==> src/rtl/core_axi_pkg.sv <==
// Shared AXI4-Lite read-arbiter definitions: response codes and FSM state encoding.
package core_axi_pkg;

  localparam logic [1:0] RESP_OKAY   = 2'b00;
  localparam logic [1:0] RESP_SLVERR = 2'b10;
  localparam logic [1:0] RESP_DECERR = 2'b11;

  typedef enum logic [1:0] {
    ST_IDLE = 2'd0,
    ST_ADDR = 2'd1,
    ST_DATA = 2'd2
  } fsm_state_e;

endpackage

==> src/rtl/core_axi_rd_arbiter_if.sv <==
// AXI4-Lite read channel (AR + R) bundle shared by the requester ports and the memory port.
interface core_axi_rd_arbiter_if #(
  parameter int AW = 4,
  parameter int DW = 32
);
  // Handshakes: a beat transfers on the rising clock edge where VALID and READY are both high.
  logic [AW-1:0] ARADDR;
  logic          ARVALID;
  logic          ARREADY;
  logic [DW-1:0] RDATA;
  logic [1:0]    RRESP;
  logic          RVALID;
  logic          RREADY;

  modport master (
    output ARADDR, ARVALID, RREADY,
    input  ARREADY, RDATA, RRESP, RVALID
  );

  modport slave (
    input  ARADDR, ARVALID, RREADY,
    output ARREADY, RDATA, RRESP, RVALID
  );
endinterface

==> src/rtl/core_axi_rd_arbiter_rr_arbiter2.sv <==
// Two-way combinational arbiter: round-robin against the last owner, or fixed S1 priority.
module rr_arbiter2 (
  input  logic [1:0] req,
  input  logic       last,
  input  logic       prio_mode,
  output logic [1:0] gnt
);

  // last = 1 means S1 owned the previous transaction.
  always_comb begin
    gnt = 2'b00;
    case (req)
      2'b01:   gnt = 2'b01;
      2'b10:   gnt = 2'b10;
      2'b11:   gnt = (prio_mode || !last) ? 2'b10 : 2'b01;
      default: gnt = 2'b00;
    endcase
  end

endmodule

==> src/rtl/core_axi_rd_arbiter.sv <==
// Shares one AXI4-Lite read port between ifetch (S0) and load (S1); one transaction in flight.
module core_axi_rd_arbiter
  import core_axi_pkg::*;
#(
  parameter int AXI_AWIDTH = 4,
  parameter int AXI_DWIDTH = 32,
  parameter int PRIO_MODE  = 0
) (
  input  logic                   CLK,
  input  logic                   NRST,
  core_axi_rd_arbiter_if.slave   S0,
  core_axi_rd_arbiter_if.slave   S1,
  core_axi_rd_arbiter_if.master  M,
  output logic [1:0]             GRANT,
  output logic                   BUSY,
  output fsm_state_e             STATE
);

  fsm_state_e            state_q, state_d;
  logic [1:0]            grant_q, grant_d;
  logic [1:0]            arb_gnt;
  logic                  last_q, last_d;
  logic [AXI_AWIDTH-1:0] araddr_q, araddr_d;
  logic                  arvalid_q, arvalid_d;
  logic                  in_addr, in_data;
  logic                  rready_sel, r_fire;

  rr_arbiter2 u_arb (
    .req       ({S1.ARVALID, S0.ARVALID}),
    .last      (last_q),
    .prio_mode (PRIO_MODE != 0),
    .gnt       (arb_gnt)
  );

  always_ff @(posedge CLK or negedge NRST) begin
    if (!NRST) begin
      state_q   <= ST_IDLE;
      grant_q   <= 2'b00;
      last_q    <= 1'b1;
      araddr_q  <= '0;
      arvalid_q <= 1'b0;
    end else begin
      state_q   <= state_d;
      grant_q   <= grant_d;
      last_q    <= last_d;
      araddr_q  <= araddr_d;
      arvalid_q <= arvalid_d;
    end
  end

  always_comb begin
    state_d   = state_q;
    grant_d   = grant_q;
    last_d    = last_q;
    araddr_d  = araddr_q;
    arvalid_d = arvalid_q;
    case (state_q)
      ST_IDLE: begin
        if (|arb_gnt) begin
          state_d   = ST_ADDR;
          grant_d   = arb_gnt;
          araddr_d  = arb_gnt[1] ? S1.ARADDR : S0.ARADDR;
          arvalid_d = 1'b1;
        end
      end
      ST_ADDR: begin
        if (M.ARREADY) begin
          state_d   = ST_DATA;
          arvalid_d = 1'b0;
        end
      end
      ST_DATA: begin
        if (r_fire) begin
          state_d = ST_IDLE;
          last_d  = grant_q[1];
          grant_d = 2'b00;
        end
      end
      default: state_d = ST_IDLE;
    endcase
  end

  assign in_addr    = (state_q == ST_ADDR);
  assign in_data    = (state_q == ST_DATA);
  assign rready_sel = (grant_q[0] & S0.RREADY) | (grant_q[1] & S1.RREADY);
  assign r_fire     = M.RVALID & M.RREADY;

  assign M.ARADDR  = araddr_q;
  assign M.ARVALID = arvalid_q;
  assign M.RREADY  = in_data & rready_sel;

  // The requester sees the memory's accept directly so AR completes end to end in one cycle.
  assign S0.ARREADY = in_addr & grant_q[0] & M.ARREADY;
  assign S1.ARREADY = in_addr & grant_q[1] & M.ARREADY;

  // R path: only the owner sees memory data; the other port reads all zeros.
  assign S0.RVALID = in_data & grant_q[0] & M.RVALID;
  assign S1.RVALID = in_data & grant_q[1] & M.RVALID;
  assign S0.RDATA  = (in_data & grant_q[0]) ? M.RDATA : '0;
  assign S1.RDATA  = (in_data & grant_q[1]) ? M.RDATA : '0;
  assign S0.RRESP  = (in_data & grant_q[0]) ? M.RRESP : 2'b00;
  assign S1.RRESP  = (in_data & grant_q[1]) ? M.RRESP : 2'b00;

  assign GRANT = grant_q;
  assign BUSY  = (state_q != ST_IDLE);
  assign STATE = state_q;

endmodule

==> src/flat_wrapper.sv <==
// flat-port wrapper written by rule: the top's interface ports become plain ports
module core_axi_rd_arbiter_flat import core_axi_pkg::*;
#(
  parameter int AXI_AWIDTH = 4,
  parameter int AXI_DWIDTH = 32,
  parameter int PRIO_MODE  = 0
)
  (CLK, NRST, GRANT, BUSY, STATE, S0_ARADDR, S0_ARVALID, S0_RREADY, S0_ARREADY, S0_RDATA, S0_RRESP, S0_RVALID, S1_ARADDR, S1_ARVALID, S1_RREADY, S1_ARREADY, S1_RDATA, S1_RRESP, S1_RVALID, M_ARADDR, M_ARVALID, M_RREADY, M_ARREADY, M_RDATA, M_RRESP, M_RVALID);
  core_axi_rd_arbiter_if #(.AW((4)), .DW((32))) S0_i ();
  core_axi_rd_arbiter_if #(.AW((4)), .DW((32))) S1_i ();
  core_axi_rd_arbiter_if #(.AW((4)), .DW((32))) M_i ();
  input  logic CLK;
  input  logic NRST;
  output logic [1:0] GRANT;
  output logic BUSY;
  output fsm_state_e STATE;
  input wire logic [$bits(S0_i.ARADDR)-1:0] S0_ARADDR;
  input wire logic [$bits(S0_i.ARVALID)-1:0] S0_ARVALID;
  input wire logic [$bits(S0_i.RREADY)-1:0] S0_RREADY;
  output wire logic [$bits(S0_i.ARREADY)-1:0] S0_ARREADY;
  output wire logic [$bits(S0_i.RDATA)-1:0] S0_RDATA;
  output wire logic [$bits(S0_i.RRESP)-1:0] S0_RRESP;
  output wire logic [$bits(S0_i.RVALID)-1:0] S0_RVALID;
  input wire logic [$bits(S1_i.ARADDR)-1:0] S1_ARADDR;
  input wire logic [$bits(S1_i.ARVALID)-1:0] S1_ARVALID;
  input wire logic [$bits(S1_i.RREADY)-1:0] S1_RREADY;
  output wire logic [$bits(S1_i.ARREADY)-1:0] S1_ARREADY;
  output wire logic [$bits(S1_i.RDATA)-1:0] S1_RDATA;
  output wire logic [$bits(S1_i.RRESP)-1:0] S1_RRESP;
  output wire logic [$bits(S1_i.RVALID)-1:0] S1_RVALID;
  output wire logic [$bits(M_i.ARADDR)-1:0] M_ARADDR;
  output wire logic [$bits(M_i.ARVALID)-1:0] M_ARVALID;
  output wire logic [$bits(M_i.RREADY)-1:0] M_RREADY;
  input wire logic [$bits(M_i.ARREADY)-1:0] M_ARREADY;
  input wire logic [$bits(M_i.RDATA)-1:0] M_RDATA;
  input wire logic [$bits(M_i.RRESP)-1:0] M_RRESP;
  input wire logic [$bits(M_i.RVALID)-1:0] M_RVALID;
  assign S0_i.ARADDR = S0_ARADDR;
  assign S0_i.ARVALID = S0_ARVALID;
  assign S0_i.RREADY = S0_RREADY;
  assign S0_ARREADY = S0_i.ARREADY;
  assign S0_RDATA = S0_i.RDATA;
  assign S0_RRESP = S0_i.RRESP;
  assign S0_RVALID = S0_i.RVALID;
  assign S1_i.ARADDR = S1_ARADDR;
  assign S1_i.ARVALID = S1_ARVALID;
  assign S1_i.RREADY = S1_RREADY;
  assign S1_ARREADY = S1_i.ARREADY;
  assign S1_RDATA = S1_i.RDATA;
  assign S1_RRESP = S1_i.RRESP;
  assign S1_RVALID = S1_i.RVALID;
  assign M_ARADDR = M_i.ARADDR;
  assign M_ARVALID = M_i.ARVALID;
  assign M_RREADY = M_i.RREADY;
  assign M_i.ARREADY = M_ARREADY;
  assign M_i.RDATA = M_RDATA;
  assign M_i.RRESP = M_RRESP;
  assign M_i.RVALID = M_RVALID;
  core_axi_rd_arbiter #(.AXI_AWIDTH(AXI_AWIDTH), .AXI_DWIDTH(AXI_DWIDTH), .PRIO_MODE(PRIO_MODE)) u_core (.CLK(CLK), .NRST(NRST), .S0(S0_i), .S1(S1_i), .M(M_i), .GRANT(GRANT), .BUSY(BUSY), .STATE(STATE));
endmodule
==> config.mk <==
export PLATFORM = sky130hd
export DESIGN_NAME = core_axi_rd_arbiter_flat
export DESIGN_NICKNAME = d
export VERILOG_FILES = /design/src/rtl/core_axi_pkg.sv /design/src/rtl/core_axi_rd_arbiter_if.sv /design/src/rtl/core_axi_rd_arbiter_rr_arbiter2.sv /design/src/rtl/core_axi_rd_arbiter.sv /design/src/flat_wrapper.sv
export SDC_FILE = /design/constraint.sdc
export NUM_CORES = 1
export LEC_CHECK = 0
export ABC_CLOCK_PERIOD_IN_PS = 1300
export BUFFER_PORTS_ARGS = -buffer_cell sky130_fd_sc_hd__buf_2
export CORE_ASPECT_RATIO = 1.5
export CORE_MARGIN = 4
export CORE_UTILIZATION = 28
export DETAILED_ROUTE_END_ITERATION = 10
export HOLD_SLACK_MARGIN = 0.06
export PLACE_DENSITY = 0.75
export SLEW_MARGIN = 25
export SYNTH_ARGS = -nofsm -noshare
export SYNTH_HDL_FRONTEND = slang
export SYNTH_SLANG_ARGS = --single-unit
==> constraint.sdc <==
create_clock -name CLK -period 1.3 [get_ports CLK]
set_input_delay 0 -clock CLK [delete_from_list [all_inputs] [get_ports CLK]]
set_output_delay 0 -clock CLK [all_outputs]
set_load 0.02 [all_outputs]
==> impl_metrics.yaml <==
outcome:
  status: "finished, violations left"
  violations: "negative setup slack"
worst_hold_path:
  hold_path_class: "in -> reg"
logic_synthesis:
  synth_top_area_cell: "and2_1"
  synth_top_family_by_area: "simple AND/OR/NAND/NOR gates"
  synth_compound_area_frac: 0.102
  ys.flop_type: "dfrtp_1"
  yosysTopAreaCellShare: 0.446
  synth_area_um2: 967
  synth_common_cells: "69 x and2_1, 9 x dfrtp_1, 8 x a21oi_1, 8 x nor2_1, 7 x clkbuf_1"
  ys_types: 20
  synthAdderAreaFrac: 0
  yosysMostFrequentCell: "and2_1"
  syn_inst: 128
  ys_seq_area_frac: 0.260
  synth.mux.area_fraction: 0.0517
  synth.avg_cell_area_um2: 7.56
  netlist_top_cells_area: "and2_1 45%, dfrtp_1 23%, mux2i_1 5.2%"
  yosysWarnings: 0
  synth-edff-count: 0
  synth_nets: 178
  synth-xor-area-share: 0
  ys_ff_latch: 10
  synth-simple-area-share: 0.539
  async_flop_share: 1.00
timing:
  tns_ns: -9.28
  holdWs_ns: 0.0757
  max_freq_ghz: 0.685
  fin_crit_sh: 1.12
  maxSlewHeadroom: 0.738
  finalSetupViolCount: 80
  tightest_slew_ns: 0.390
  min_period_ns: 1.46
  hold_viol: 0
  slew_viol_final: 0
  grt_setup_unrepaired: "yes"
  fin_ws_ns: -0.160
  finalClockSkew_ns: 0.00465
critical_path:
  start_kind: "register"
  setup.worst_path.end_class: "output port"
  crit_required_ns: 1.30
  crit_arrival_ns: 1.46
  critPathKind: "reg -> out"
  crit_fanout: 13
drt:
  drt_wl_total_mm: 5.13
  num_vias: 1499
  dr.pass1.iters: 4
  drt_iter0_markers: 32
  viasPerCell: 4.73
  ant_nets: 0
  wl_per_cell_um: 16.2
  drc: 0
cts:
  cts_buffers: 3
  cts_tree: "yes"
  clkTransAtPathRegs_ns: 0.05
  cts_max_level: 1
  clock_latency_ns: 0.24
  clk_path_buf_depth: 2
  cts_sinks: 10
  cts-root-buf: "clkbuf_8"
place:
  hpwl_mm: 3.25
  gp_congestion: 0.772
  io_buffers: 132
cells_and_area:
  area_growth_pct: 153
  antenna_cells: 0
  fin_nets: 328
  layout-drive-gt1-share: 0.830
global_route:
  track_usage: 0.208
  overflow: 0
  grt_pass1_wl_mm: 7.38
  grt_pass1_vias: 1501
  grt_max_degree: 14
  antenna_found_initial: 0
die:
  die_area_um2: 4480
  die_x_um: 56.0
  die_h_um: 80.0
  initial_core_util: 0.297
  ioPinCount: 133
  core_um2: 3250
  num_rows: 25
power:
  power_density_nw_per_um2: 1430
  ir_drop_uv: 796
  p_leak_nw: 1.31
flow_run:
  max_cap_violations: 0
[routing by layer]
layer / GRT usage / wire length (µm) / up-vias
li1: - / - / 707
met5: 0 / 0 / -
met3: 0.0599 / 507 / 8
met4: 0.0499 / 70 / 0
met2: 0.427 / 2930 / 91
met1: 0.195 / 1620 / 693
[cells by family after synthesis]
| family | after synthesis |
|---|---|
| and+or+nand+nor | 86 |
| AOI/OAI and AO/OA | 15 |
| buffers and inverters | 12 |
| DFF | 10 |
| muxes | 5 |
[where the power goes]
group,switching (mW),internal (mW)
clock,0.123,0.266
sequential,0.111,0.480
combinational,1.31,1.20
total,1.54,1.95
[worst max-delay path: stages, from the launching register on]
cell and delay [ns]:
dfrtp_2 0.39, nand2b_4 0.18, nor2_4 0.19, buf_6 0.17, and2_2 0.17, buf_6 0.12
[area by class of cell]
cell class | count | area (µm²)
repair buffers | 152 | 1250
clock buffers | 4 | 55.1
well taps | 40 | 50.0
fillers | 236 | 806
flip-flops and latches | 10 | 254
multi-input cells | 106 | 816
inverters | 5 | 18.8
[stage by stage]
step	total power, mW	utilization	worst slack, ns	instance area, µm²	std cells
6_report	3.49	0.752	-0.160	2450	317
3_3_place_gp	2.41	0.550	0.00364	1790	301
2_1_floorplan	1.73	-	-0.0892	1040	128
4_1_cts	3.14	0.672	-0.138	2190	313
3_5_place_dp	2.43	0.550	-0.00946	1790	301
5_1_grt	3.71	0.752	-0.216	2450	317
[cell usage in the layout, fill, tap and decap left out, types with 2 or more instances in the layout]
cell type / instances
a21oi_1: 8
a32o_1: 2
and2_1: 5
and2_2: 36
and2_4: 28
buf_2: 66
buf_4: 11
buf_6: 72
clkbuf_8: 4
dfrtp_1: 7
dfrtp_2: 2
dlygate4sd3_1: 3
inv_1: 5
mux2i_1: 5
nand2_1: 3
nor2_1: 4
nor2_2: 2
nor2_4: 2
nor3_2: 2
[repair_timing]
action | CTS | global route
hold buffers | 3 | 0
endpoints found under the hold margin | 12 | 0
endpoints found under the setup margin | 70 | 79
resized for setup | 96 | 84
setup buffers | 1 | 4
pin swaps | 9 | 16
gates cloned | 4 | 0
[flip-flops by register name, summed over array words and instances (netlist names)]
name / cells
u_core.M.ARADDR: 4
u_core.GRANT: 2
u_core.STATE: 2
u_core.M.ARVALID: 1
u_core.last_q: 1
[worst paths after layout]
| path | startpoint | end | slack [ns] | depth (start not counted) |
|---|---|---|---|---|
| min in group asynchronous | NRST | u_core.GRANT[1] | 0.15 | 2 |
| max in group asynchronous | NRST | u_core.last_q | 0.89 | 2 |
| worst max-delay path | u_core.STATE[0] | S1_RDATA[9] | -0.16 | 5 |
| worst min-delay path | S0_ARADDR[1] | u_core.M.ARADDR[1] | 0.08 | 3 |
| worst min register to register | u_core.M.ARVALID | u_core.M.ARVALID | 0.48 | 2 |
| worst max register to register | u_core.STATE[0] | u_core.M.ARADDR[3] | -0.07 | 6 |
Note: power is estimated with default switching activity, not from simulation.
